--- config.mk ---
export PLATFORM = sky130hd
export DESIGN_NAME = touch_adc_spi_reader
export DESIGN_NICKNAME = d
export VERILOG_FILES = /design/src/rtl/touch_adc_spi_reader.sv
export SDC_FILE = /design/constraint.sdc
export NUM_CORES = 1
export LEC_CHECK = 0
export BUFFER_PORTS_ARGS = -buffer_cell sky130_fd_sc_hd__buf_2
export CORE_ASPECT_RATIO = 0.6
export CORE_MARGIN = 5
export CORE_UTILIZATION = 50
export CTS_CLUSTER_SIZE = 12
export DETAILED_ROUTE_END_ITERATION = 12
export GPL_TIMING_DRIVEN = 0
export PLACE_DENSITY = 0.7
export SLEW_MARGIN = 0
export SYNTH_ARGS = -nofsm -noshare
export SYNTH_HDL_FRONTEND = slang
export SYNTH_SLANG_ARGS = --single-unit
--- constraint.sdc ---
create_clock -name CLK -period 5.5 [get_ports CLK]
set_input_delay 0 -clock CLK [delete_from_list [all_inputs] [get_ports CLK]]
set_output_delay 0 -clock CLK [all_outputs]
set_load 0.03 [all_outputs]
--- src/rtl/touch_adc_spi_reader.sv ---
// SPI master for an AD7843-class touch ADC: on pen-down runs an X frame then a Y frame and publishes the pair.
// Optional 4-pair averaging is enabled with the TOUCH_ADC_AVG4_EN macro.
module touch_adc_spi_reader #(
  parameter int unsigned CLK_DIV    = 25,
  parameter logic [7:0]  CMD_X      = 8'hD0,
  parameter logic [7:0]  CMD_Y      = 8'h90,
  parameter int unsigned GAP_HALVES = 4
) (
  input  logic        CLK,
  input  logic        RST_n,
  input  logic        PENIRQ_n,
  input  logic        ADC_DOUT,
  output logic        ADC_CS_n,
  output logic        ADC_SCLK,
  output logic        ADC_DIN,
  output logic [11:0] X_COORD,
  output logic [11:0] Y_COORD,
  output logic        COORD_VALID,
  output logic        BUSY,
  output logic [2:0]  DBG_STATE
);

  typedef enum logic [2:0] {
    ST_IDLE    = 3'd0,
    ST_FRAME_X = 3'd1,
    ST_GAP_X   = 3'd2,
    ST_FRAME_Y = 3'd3,
    ST_GAP_Y   = 3'd4
  } state_t;

  state_t      state_q;
  logic [7:0]  div_q;
  logic [5:0]  half_q;
  logic [5:0]  half_d;
  logic        div_end;
  logic [7:0]  frame_cmd;
  logic [11:0] shift_q;
  logic [11:0] x_q;
  logic        pen_lost_q;
  logic        pen_meta_q;
  logic        pen_s_q;
  logic        cs_n_q;
  logic        sclk_q;
  logic        din_q;
  logic [11:0] x_coord_q;
  logic [11:0] y_coord_q;
  logic        valid_q;
  logic        busy_q;

`ifdef TOUCH_ADC_AVG4_EN
  logic [13:0] acc_x_q;
  logic [13:0] acc_y_q;
  logic [1:0]  pair_cnt_q;
  logic [13:0] sum_x_d;
  logic [13:0] sum_y_d;
  assign sum_x_d = acc_x_q + {2'b00, x_q};
  assign sum_y_d = acc_y_q + {2'b00, shift_q};
`endif

  assign half_d    = half_q + 6'd1;
  assign div_end   = (div_q == 8'(CLK_DIV - 1));
  assign frame_cmd = (state_q == ST_FRAME_X) ? CMD_X : CMD_Y;

  // Handshake: COORD_VALID is a single-cycle strobe with no back-pressure; X_COORD/Y_COORD are valid on it and hold afterwards.
  always_ff @(posedge CLK or negedge RST_n) begin
    if (!RST_n) begin
      state_q    <= ST_IDLE;
      div_q      <= 8'd0;
      half_q     <= 6'd0;
      shift_q    <= 12'd0;
      x_q        <= 12'd0;
      pen_lost_q <= 1'b0;
      pen_meta_q <= 1'b1;
      pen_s_q    <= 1'b1;
      cs_n_q     <= 1'b1;
      sclk_q     <= 1'b0;
      din_q      <= 1'b0;
      x_coord_q  <= 12'd0;
      y_coord_q  <= 12'd0;
      valid_q    <= 1'b0;
      busy_q     <= 1'b0;
`ifdef TOUCH_ADC_AVG4_EN
      acc_x_q    <= 14'd0;
      acc_y_q    <= 14'd0;
      pair_cnt_q <= 2'd0;
`endif
    end else begin
      pen_meta_q <= PENIRQ_n;
      pen_s_q    <= pen_meta_q;
      valid_q    <= 1'b0;
      case (state_q)
        ST_IDLE: begin
          pen_lost_q <= 1'b0;
          div_q      <= 8'd0;
          half_q     <= 6'd0;
          if (!pen_s_q) begin
            state_q <= ST_FRAME_X;
            busy_q  <= 1'b1;
            cs_n_q  <= 1'b0;
            sclk_q  <= 1'b0;
            din_q   <= CMD_X[7];
          end
`ifdef TOUCH_ADC_AVG4_EN
          else begin
            acc_x_q    <= 14'd0;
            acc_y_q    <= 14'd0;
            pair_cnt_q <= 2'd0;
          end
`endif
        end
        ST_FRAME_X, ST_FRAME_Y: begin
          if (!div_end) begin
            div_q <= div_q + 8'd1;
          end else begin
            div_q <= 8'd0;
            if (half_q == 6'd48) begin
              half_q <= 6'd0;
              cs_n_q <= 1'b1;
              sclk_q <= 1'b0;
              din_q  <= 1'b0;
              if (state_q == ST_FRAME_X) begin
                x_q     <= shift_q;
                state_q <= ST_GAP_X;
              end else begin
                state_q <= ST_GAP_Y;
`ifdef TOUCH_ADC_AVG4_EN
                if (!pen_lost_q) begin
                  if (pair_cnt_q == 2'd3) begin
                    x_coord_q  <= sum_x_d[13:2];
                    y_coord_q  <= sum_y_d[13:2];
                    valid_q    <= 1'b1;
                    acc_x_q    <= 14'd0;
                    acc_y_q    <= 14'd0;
                    pair_cnt_q <= 2'd0;
                  end else begin
                    acc_x_q    <= sum_x_d;
                    acc_y_q    <= sum_y_d;
                    pair_cnt_q <= pair_cnt_q + 2'd1;
                  end
                end
`else
                if (!pen_lost_q) begin
                  x_coord_q <= x_q;
                  y_coord_q <= shift_q;
                  valid_q   <= 1'b1;
                end
`endif
              end
            end else begin
              half_q <= half_d;
              // Odd halves are SCLK-high; rising edge n is half 2n-1, so data edges 10..21 are halves 19..41.
              if (half_d[0]) begin
                sclk_q <= 1'b1;
                if (pen_s_q) pen_lost_q <= 1'b1;
                if (half_d >= 6'd19 && half_d <= 6'd41) shift_q <= {shift_q[10:0], ADC_DOUT};
              end else begin
                sclk_q <= 1'b0;
                din_q  <= (half_d < 6'd16) ? frame_cmd[~half_d[3:1]] : 1'b0;
              end
            end
          end
        end
        ST_GAP_X, ST_GAP_Y: begin
          if (!div_end) begin
            div_q <= div_q + 8'd1;
          end else begin
            div_q <= 8'd0;
            if (half_q == 6'(GAP_HALVES - 1)) begin
              half_q <= 6'd0;
              if (state_q == ST_GAP_X) begin
                state_q <= ST_FRAME_Y;
                cs_n_q  <= 1'b0;
                din_q   <= CMD_Y[7];
              end else begin
                state_q <= ST_IDLE;
                busy_q  <= 1'b0;
              end
            end else begin
              half_q <= half_d;
            end
          end
        end
        default: state_q <= ST_IDLE;
      endcase
    end
  end

  assign ADC_CS_n    = cs_n_q;
  assign ADC_SCLK    = sclk_q;
  assign ADC_DIN     = din_q;
  assign X_COORD     = x_coord_q;
  assign Y_COORD     = y_coord_q;
  assign COORD_VALID = valid_q;
  assign BUSY        = busy_q;
  assign DBG_STATE   = state_q;

endmodule

; Yosys cells after proc, flatten, opt, wreduce, memory -nomap -nowiden
; Cells that the tools add are included.
[totals]
register_bits = 73
latch_bits = 0
mem_bits_rw = 0
romBits = 0
inputBits = 4
n_memories = 0
[op_classes]
n_addsub = 2
n_mul = 0
n_div = 0
n_lt_le_gt_ge = 4
n_eq_ne = 18
shifts = 0
n_mux = 52
bitwise_logic = 4
n_reduce_logical = 19
[ops]
columns = op, count
row1 = two-way mux 1 bit, 30
row2 = AND reduction 5 bit, 5
row3 = two-way mux 6 bit, 4
row4 = != test 2 bit (second input constant), 10
row5 = two-way mux 3 bit, 6
row6 = case mux 6 bit (3 select lines), 1
row7 = case mux 8 bit (2 select lines), 1
row8 = AND reduction 7 bit, 2
row9 = case mux 3 bit (3 select lines), 1
row10 = adder 8 x 1 -> 8 bit (second input constant), 1
row11 = equality test 8 x 5 -> 1 bit (second input constant), 1
row12 = two-way mux 8 bit, 1
row13 = two-way mux 7 bit, 1
row14 = adder 6 x 1 -> 6 bit (second input constant), 1
row15 = equality test 3 x 2 -> 1 bit (second input constant), 2
row16 = equality test 6 x 2 -> 1 bit (second input constant), 1
row17 = equality test 6 bit (second input constant), 1
row18 = >= comparator 6 x 5 -> 1 bit (second input constant), 1
row19 = less-or-equal comparator 6 bit (second input constant), 1
row20 = < comparator 6 x 5 -> 1 bit (second input constant), 1
row21 = case mux 1 bit (2 select lines), 3
row22 = case mux 1 bit (3 select lines), 2
row23 = AND reduction 3 bit, 2
row24 = nonzero test 2 bit, 3
row25 = 14 further kinds, 17

; Logic depth before layout (Yosys ltp)
; Gate-level depths: netlist of the first run.
[depth]
ltp_word = 9
depth_mapped = 10
mapped_depth_nobuf = 7

; Worst setup path before layout of the first run
; No wires, ideal clock.
[synth_timing]
path_kind = register to register
start = register div_q[0]
end = register shift_q[10]
setup_time_ns = 0.125
arrival_time_ns = 2.384
t_required_ns = 5.375
path_slack_ns = 2.991
path_stages_with_launch = 9
synth_period_minus_slack_ns = 2.509
cell_sequence = dfrtp_1 > inv_1 > ha_1 > or3b_4 > or2_4 > or4_4 > a21oi_2 > buf_6 > mux2_2
[synth_between]
elab_chain_cells = 2
[synth_lines]
columns = item, line_no
row1 = start: declaration, 32  ; logic [7:0] div_q;
row2 = start signal: assignment, 113  ; div_q <= div_q + 8'd1;
row3 = start signal: assignment, 165  ; div_q <= div_q + 8'd1;
row4 = equality test 8 x 5 -> 1 bit, 61  ; assign div_end = (div_q == 8'(CLK_DIV - 1));
row5 = AND reduction 5 bit (no source line), -
row6 = end signal: assignment, 155  ; if (half_d >= 6'd19 && half_d <= 6'd41) shift_q <= {shift_q[10:0], ADC_DOUT};
row7 = end: declaration, 37  ; logic [11:0] shift_q;
; Every way passes these cells.
; A chain may end at the register's enable or synchronous reset.

; Worst setup path in the final report of the first run
[layout_timing]
start = register half_q[0]
end = register y_coord_q[10] (netlist: Y_COORD[10])
[layout_between]
elab_chain_cells = 2
[layout_lines]
columns = item, line_no
row1 = start: declaration, 33  ; logic [5:0] half_q;
row2 = start signal: assignment, 150  ; half_q <= half_d;
row3 = start signal: assignment, 179  ; half_q <= half_d;
row4 = equality test 6 bit, 116  ; if (half_q == 6'd48) begin
row5 = AND reduction 5 bit (no source line), -
row6 = end signal: assignment, 144  ; y_coord_q <= shift_q;
row7 = end: declaration, 46  ; logic [11:0] y_coord_q;
; Every way passes these cells.

==> results.py, run 1 <==
metrics = {
    "status": {
        "status": "completed",
    },
    "critical_path": {
        "crit_type": "flop to flop",
        "critPathMaxFanout": 10,
        "cp.arrival_ns": 3.31,
        "endpoint_kind": "flop",
        "cp.required_ns": 5.71,
        "start_kind": "flop",
    },
    "timing": {
        "finClkSkew_ns": 0.00649,
        "maxSlewViolCount": 0,
        "fin_crit_sh_pct": 56.4,
        "rsz0062_at_grt": "no",
        "final-setup-viol-count": 0,
        "period_needed_ns": 3.10,
        "hold_viol_final": 0,
        "max_freq_ghz": 0.322,
        "fin_setup_tns_ns": 0,
        "worst_pin_slew_ns": 0.914,
        "setup_ws_ns": 2.40,
        "hold_slack_ns": 0.105,
        "relSlewSlack_pct": 38.5,
    },
    "routing": {
        "num_vias": 2420,
        "drt_iter0_drc": 115,
        "drc": 0,
        "ant_nets": 0,
        "drt-total-wl_mm": 7.34,
        "viasPerCell": 5.60,
        "firstDrtPassIters": 4,
        "avgRoutedWirePerCell_um": 17.0,
    },
    "layout": {
        "fillers": 532,
        "regArea_um2": 1830,
        "n_antenna_cell": 0,
        "area_delta_synth_final_pct": 19.8,
        "drive_gt1_share_pct": 32.8,
        "final_area_um2": 4040,
        "stdcell_count": 432,
        "nets": 350,
        "post-route-util_pct": 61.1,
        "multiInputGateArea_um2": 1450,
    },
    "clock_network": {
        "cts_setup_buffers": 0,
        "clk_latency_ns": 0.33,
        "cts-root-buf": "clkbuf_16",
        "clk_pin_slew_ns": 0.05,
        "cts_max_level": 3,
        "cts_sinks": 73,
        "cts_buffers": 9,
        "cts_tree": "built",
        "ctsHoldBuffers": 3,
        "cts.repair.resized": 0,
        "cts_buffer_depth": 2,
    },
    "synthesis": {
        "yosysWarningCount": 0,
        "synth.avg_cell_area_um2": 11.6,
        "syn_nets": 300,
        "yosysUniqueCellTypes": 51,
        "synth.yosys.seq_area_share_pct": 54.2,
        "ys.flop_type": "dfrtp_1",
        "ys_ff_latch": 73,
        "synthCells": 290,
        "synth-edff-count": 0,
        "syn_area_um2": 3380,
        "async_flop_share_pct": 100,
    },
    "placed_design": {
        "pre_cts_slack_ns": 2.43,
        "routabilityCongestion": 0.888,
        "port-buffer-count": 35,
        "postPlaceCellArea_um2": 3690,
        "hpwl_mm": 5.13,
        "dp.cells": 413,
    },
    "flow_run": {
        "max-cap-violations": 0,
    },
    "grt": {
        "grtUsageMet3_pct": 5.51,
        "globalRouteTotalUtil_pct": 18.3,
        "grt_busiest_layer": "met1",
        "gr-total-overflow": 0,
        "use_met2_pct": 23.7,
        "grtUsageMet1_pct": 28.5,
        "grt_antenna_before_repair": 0,
        "grt_pass1_wl_mm": 11.7,
        "grt_max_degree": 53,
        "first_global_vias": 2295,
    },
    "floorplan": {
        "core_um2": 6620,
        "io_pins": 36,
        "die_w_um": 116,
        "start_util_pct": 51.0,
        "dieArea_um2": 8550,
        "num_rows": 23,
        "die_y_um": 73.6,
    },
    "min_path": {
        "hp-class": "input port to async pin",
    },
    "power_and_ir_drop": {
        "leakage_nw": 1.98,
        "total_power_mw": 1.19,
        "ir_drop_mv": 0.181,
        "powerDensity_nw_per_um2": 293,
    },
}
## power by group
| group | internal, mW | switching, mW |
|---|---|---|
| Sequential | 0.539 | 0.000641 |
| Combinational | 0.00475 | 0.0110 |
| Clock | 0.422 | 0.209 |
## logic make-up (layout without fill, tap and decap cells)
group           after synthesis  after routing  synth area share, %
simple gates                 78             78                 12.1
flops                        73             73                 54.2
compound gates               54             54                 10.4
mux                          48             48                 16.0
buf+inv                      23             78                 2.89
fa+ha+maj                     8              8                 2.82
xor+xnor                      6              6                 1.56
## flip-flops by register name, indices dropped and copies added, names as in the netlist
name and cells:
shift_q 12, BUSY 1, half_q 6, ADC_SCLK 1, DBG_STATE 3, ADC_DIN 1, pen_s_q 1, pen_lost_q 1
Y_COORD 12, div_q 8, COORD_VALID 1, pen_meta_q 1, x_q 12, ADC_CS_n 1, X_COORD 12
## worst paths after layout
check / startpoint / end / slack, ns / depth (start not counted)
worst max register to register: half_q[0] / Y_COORD[10] / 2.40 / 10
max in group asynchronous: RST_n / ADC_CS_n / 4.82 / 3
worst min-delay path: RST_n / DBG_STATE[1] / 0.11 / 2
min in group CLK: PENIRQ_n / pen_meta_q / 0.32 / 2
worst max-delay path: half_q[0] / Y_COORD[10] / 2.40 / 10
worst min register to register: pen_meta_q / pen_s_q / 0.36 / 0
## layer usage
layer	routed length, um	vias up
li1	-	1143
met1	3820	1215
met2	3070	58
met3	410	4
met4	40	0
met5	0	-
## synth_stat cells, drive strengths merged (2+ instances only)
| library cell | instances | share of area [%] |
|---|---|---|
| ha | 6 | 2.2 |
| and3 | 2 | 0.44 |
| inv | 10 | 1.1 |
| nor3 | 2 | 0.30 |
| dfstp | 3 | 2.3 |
| and2 | 2 | 0.37 |
| clkbuf | 9 | 1.0 |
| a31oi | 2 | 0.37 |
| nor2 | 17 | 2.0 |
| xor2 | 3 | 0.78 |
| a22o | 2 | 0.52 |
| or2 | 3 | 0.63 |
| o21ai | 21 | 3.1 |
| a211oi | 2 | 0.44 |
| nand2b | 5 | 0.93 |
| nor4 | 3 | 0.56 |
| a21oi | 9 | 1.4 |
| nor2b | 3 | 0.56 |
| nand4bb | 2 | 0.67 |
| or3 | 2 | 0.37 |
| nand4 | 2 | 0.37 |
| buf | 4 | 0.78 |
| nand2 | 21 | 2.3 |
| xnor2 | 3 | 0.78 |
| mux2 | 48 | 16 |
| maj3 | 2 | 0.59 |
| dfrtp | 70 | 52 |
| o31ai | 3 | 0.67 |
| o22ai | 2 | 0.37 |
| nand3 | 10 | 1.5 |
## worst max-delay path: stages (launching register included)
cell and delay [ns]:
dfrtp_1 0.40, clkbuf_1 0.26, inv_1 0.18, ha_1 0.16, nand3_1 0.06, nor3_1 0.25, clkbuf_1 0.41, nand3_1 0.20
nor2_2 0.32, buf_2 0.35, mux2_2 0.37
## placed cells by master, fill, tap and decap left out, types with 2 or more instances in the layout
cell type,count
dfstp_2,3
nor3_1,2
xor2_1,3
nor2_1,16
nand2b_1,5
nor4_1,3
or3_1,2
o21ai_0,21
or2_2,2
inv_1,10
dlygate4sd3_1,3
nor2b_1,3
dfrtp_1,70
nand4bb_1,2
o22ai_1,2
bufinv_16,2
maj3_1,2
a31oi_1,2
nand3_1,10
a21oi_1,8
a22o_1,2
and2_1,2
clkbuf_8,2
buf_2,37
a211oi_1,2
xnor2_1,3
nand2_1,21
ha_1,6
and3_2,2
o31ai_1,3
mux2_2,48
clkbuf_16,9
nand4_1,2
clkbuf_1,12
## final cells by class
cell class	instances	area share [%]
clock inverter	2	1.49
multi-input combinational	194	35.8
sequential	73	45.3
inverter	10	0.928
timing repair buffer	39	5.82
clock buffer	14	6.53
tap	87	2.69
buffer	13	1.49
(Power assumes the default switching activity.)
==> run 2, diff against run 1 <==
- ABC_AREA: not set -> 1
- clock period: 5.5 -> 3.2 ns (I/O delays scaled with it)
==> results.py, run 2 <==
metrics = {
    "status": {
        "status": "completed",
    },
    "synthesis": {
        "syn_area_um2": 3400,
        "yosysTopAreaCellShare_pct": 51.5,
        "syn_nets": 402,
        "yosysWarningCount": 0,
        "synthCells": 392,
        "yosysMostFrequentCell": "nand2_1",
        "ys_ff_latch": 73,
        "yosysTopAreaCell": "dfrtp_1",
        "yosysUniqueCellTypes": 32,
        "synth_common_cells": "nand2_1 (141), dfrtp_1 (70), o21ai_1 (32)",
        "ys.flop_type": "dfrtp_1",
        "synth.avg_cell_area_um2": 8.67,
        "async_flop_share_pct": 100,
        "netlist_top_cells_area": "dfrtp_1 (52%), nand2_1 (16%), o21ai_1 (4.7%)",
        "synth-edff-count": 0,
        "synth.yosys.seq_area_share_pct": 53.8,
    },
    "power_and_ir_drop": {
        "leakage_nw": 2.10,
        "p_comb_share_pct": 1.3,
        "powerDensity_nw_per_um2": 498,
        "internal-power_mw": 1.64,
        "power.clock.fraction_pct": 52.8,
        "sequentialPowerShare_pct": 45.9,
        "ir_drop_mv": 0.308,
        "sw_frac_of_total_pct": 19.1,
        "switching_power_uw": 387,
        "total_power_mw": 2.02,
    },
    "timing": {
        "maxSlewViolCount": 0,
        "final-setup-viol-count": 0,
        "fin_crit_sh_pct": 62.7,
        "hold_viol_final": 0,
        "max_freq_ghz": 0.499,
        "worst_pin_slew_ns": 0.416,
        "finClkSkew_ns": 0.00443,
        "hold_slack_ns": 0.148,
        "fin_setup_tns_ns": 0,
        "period_needed_ns": 2.01,
        "relSlewSlack_pct": 72.2,
        "setup_ws_ns": 1.19,
        "rsz0062_at_grt": "no",
    },
    "layout": {
        "stdcell_count": 534,
        "fillers": 582,
        "post-route-util_pct": 61.0,
        "drive_gt1_share_pct": 22.4,
        "layout_common_cells": "nand2_1 (141), dfrtp_1 (70), buf_2 (41)",
        "final_common_cell": "nand2_1",
        "regArea_um2": 1830,
        "n_antenna_cell": 0,
        "multiInputGateArea_um2": 1340,
        "nets": 452,
        "final_area_um2": 4060,
        "area_delta_synth_final_pct": 19.4,
    },
    "clock_network": {
        "cts_buffers": 9,
        "cts_buffer_depth": 2,
        "cts_tree": "built",
        "cts_setup_buffers": 0,
        "cts_sinks": 73,
        "cts-root-buf": "clkbuf_16",
        "clk_pin_slew_ns": 0.06,
        "cts_max_level": 3,
        "clk_latency_ns": 0.33,
    },
    "routing": {
        "drt-total-wl_mm": 7.50,
        "num_vias": 2742,
        "drc": 0,
        "ant_nets": 0,
        "drt_iter0_drc": 177,
        "viasPerCell": 5.13,
        "firstDrtPassIters": 4,
        "avgRoutedWirePerCell_um": 14.0,
    },
    "critical_path": {
        "cp.arrival_ns": 2.22,
        "critPathMaxFanout": 10,
        "start_kind": "flop",
        "endpoint_kind": "flop",
        "crit_type": "flop to flop",
        "cp.required_ns": 3.41,
    },
    "floorplan": {
        "start_util_pct": 51.1,
        "dieArea_um2": 8600,
        "die_y_um": 73.9,
        "die_w_um": 116,
        "num_rows": 23,
        "core_um2": 6650,
        "io_pins": 36,
    },
    "grt": {
        "gr-total-overflow": 0,
        "grt_max_degree": 44,
        "grt_antenna_before_repair": 0,
        "grt_pass1_wl_mm": 12.9,
        "first_global_vias": 2563,
        "globalRouteTotalUtil_pct": 19.6,
    },
    "placed_design": {
        "dp.cells": 515,
        "postPlaceCellArea_um2": 3710,
        "routabilityCongestion": 0.931,
        "port-buffer-count": 35,
        "pre_cts_slack_ns": 1.18,
        "hpwl_mm": 5.52,
    },
    "min_path": {
        "hp-class": "input port to async pin",
    },
    "flow_run": {
        "max-cap-violations": 0,
    },
}
run 2: logic make-up after synthesis:
| group | Yosys count | share of synthesized area (%) |
|---|---|---|
| and+or+nand+nor | 207 | 28.0 |
| buffers and inverters | 51 | 6.66 |
| DFF | 73 | 53.8 |
| adders and majority gates | 6 | 2.21 |
| xor gates and xnor gates | 2 | 0.515 |
| AOI/OAI and AO/OA | 53 | 8.80 |
run 2: worst max-delay path, cell delays in order (launching register included):
cell	delay (ns)
dfrtp_1	0.48
inv_1	0.21
ha_1	0.24
nand2_1	0.05
nor2_1	0.04
nand2_1	0.11
nand3_1	0.14
nor2_2	0.22
nand3_2	0.13
buf_6	0.16
nand2_1	0.06
nand2_1	0.05
run 2: per-layer routing:
| layer | vias up | part of all wire, % | wire [um] | GRT usage, % |
|---|---|---|---|---|
| li1 | 1367 | - | - | - |
| met3 | 10 | 5.3 | 394 | 4.53 |
| met2 | 61 | 41 | 3080 | 26.6 |
| met4 | 0 | 1.4 | 103 | 7.34 |
| met1 | 1304 | 52 | 3920 | 30.3 |
| met5 | - | 0 | 0 | 0 |
run 2: final cells by class:
cell class	count	share of cell area [%]
sequential	73	45.1
multi-input combinational	268	33.1
clock buffer	11	5.98
timing repair buffer	39	5.61
inverter	39	3.61
tap	87	2.68
buffer	12	1.97
clock inverter	5	1.94
run 2: what timing repair did:
item / CTS / global route
resized for setup: 0 / 0
endpoints found under the hold margin: 51 / 0
hold buffers: 3 / 0
run 2: worst paths after layout:
path | from | end | slack (ns) | depth (start not counted)
min in group CLK | PENIRQ_n | pen_meta_q | 0.31 | 2
max reg2reg | half_q[0] | shift_q[7] | 1.19 | 11
min reg2reg | pen_meta_q | pen_s_q | 0.37 | 0
max | half_q[0] | shift_q[7] | 1.19 | 11
min | RST_n | half_q[4] | 0.15 | 2
max in group asynchronous | RST_n | pen_s_q | 2.43 | 3
run 2: power groups by stage:
stage | clock, mW | combinational (mW) | sequential [mW]
after floorplan | 0 | 0.00101 | 0.944
after global placement | 0 | 0.0214 | 0.944
after detailed placement | 0 | 0.0252 | 0.944
after CTS | 1.09 | 0.0280 | 0.927
after global routing | 1.13 | 0.0316 | 0.927
final | 1.07 | 0.0260 | 0.927
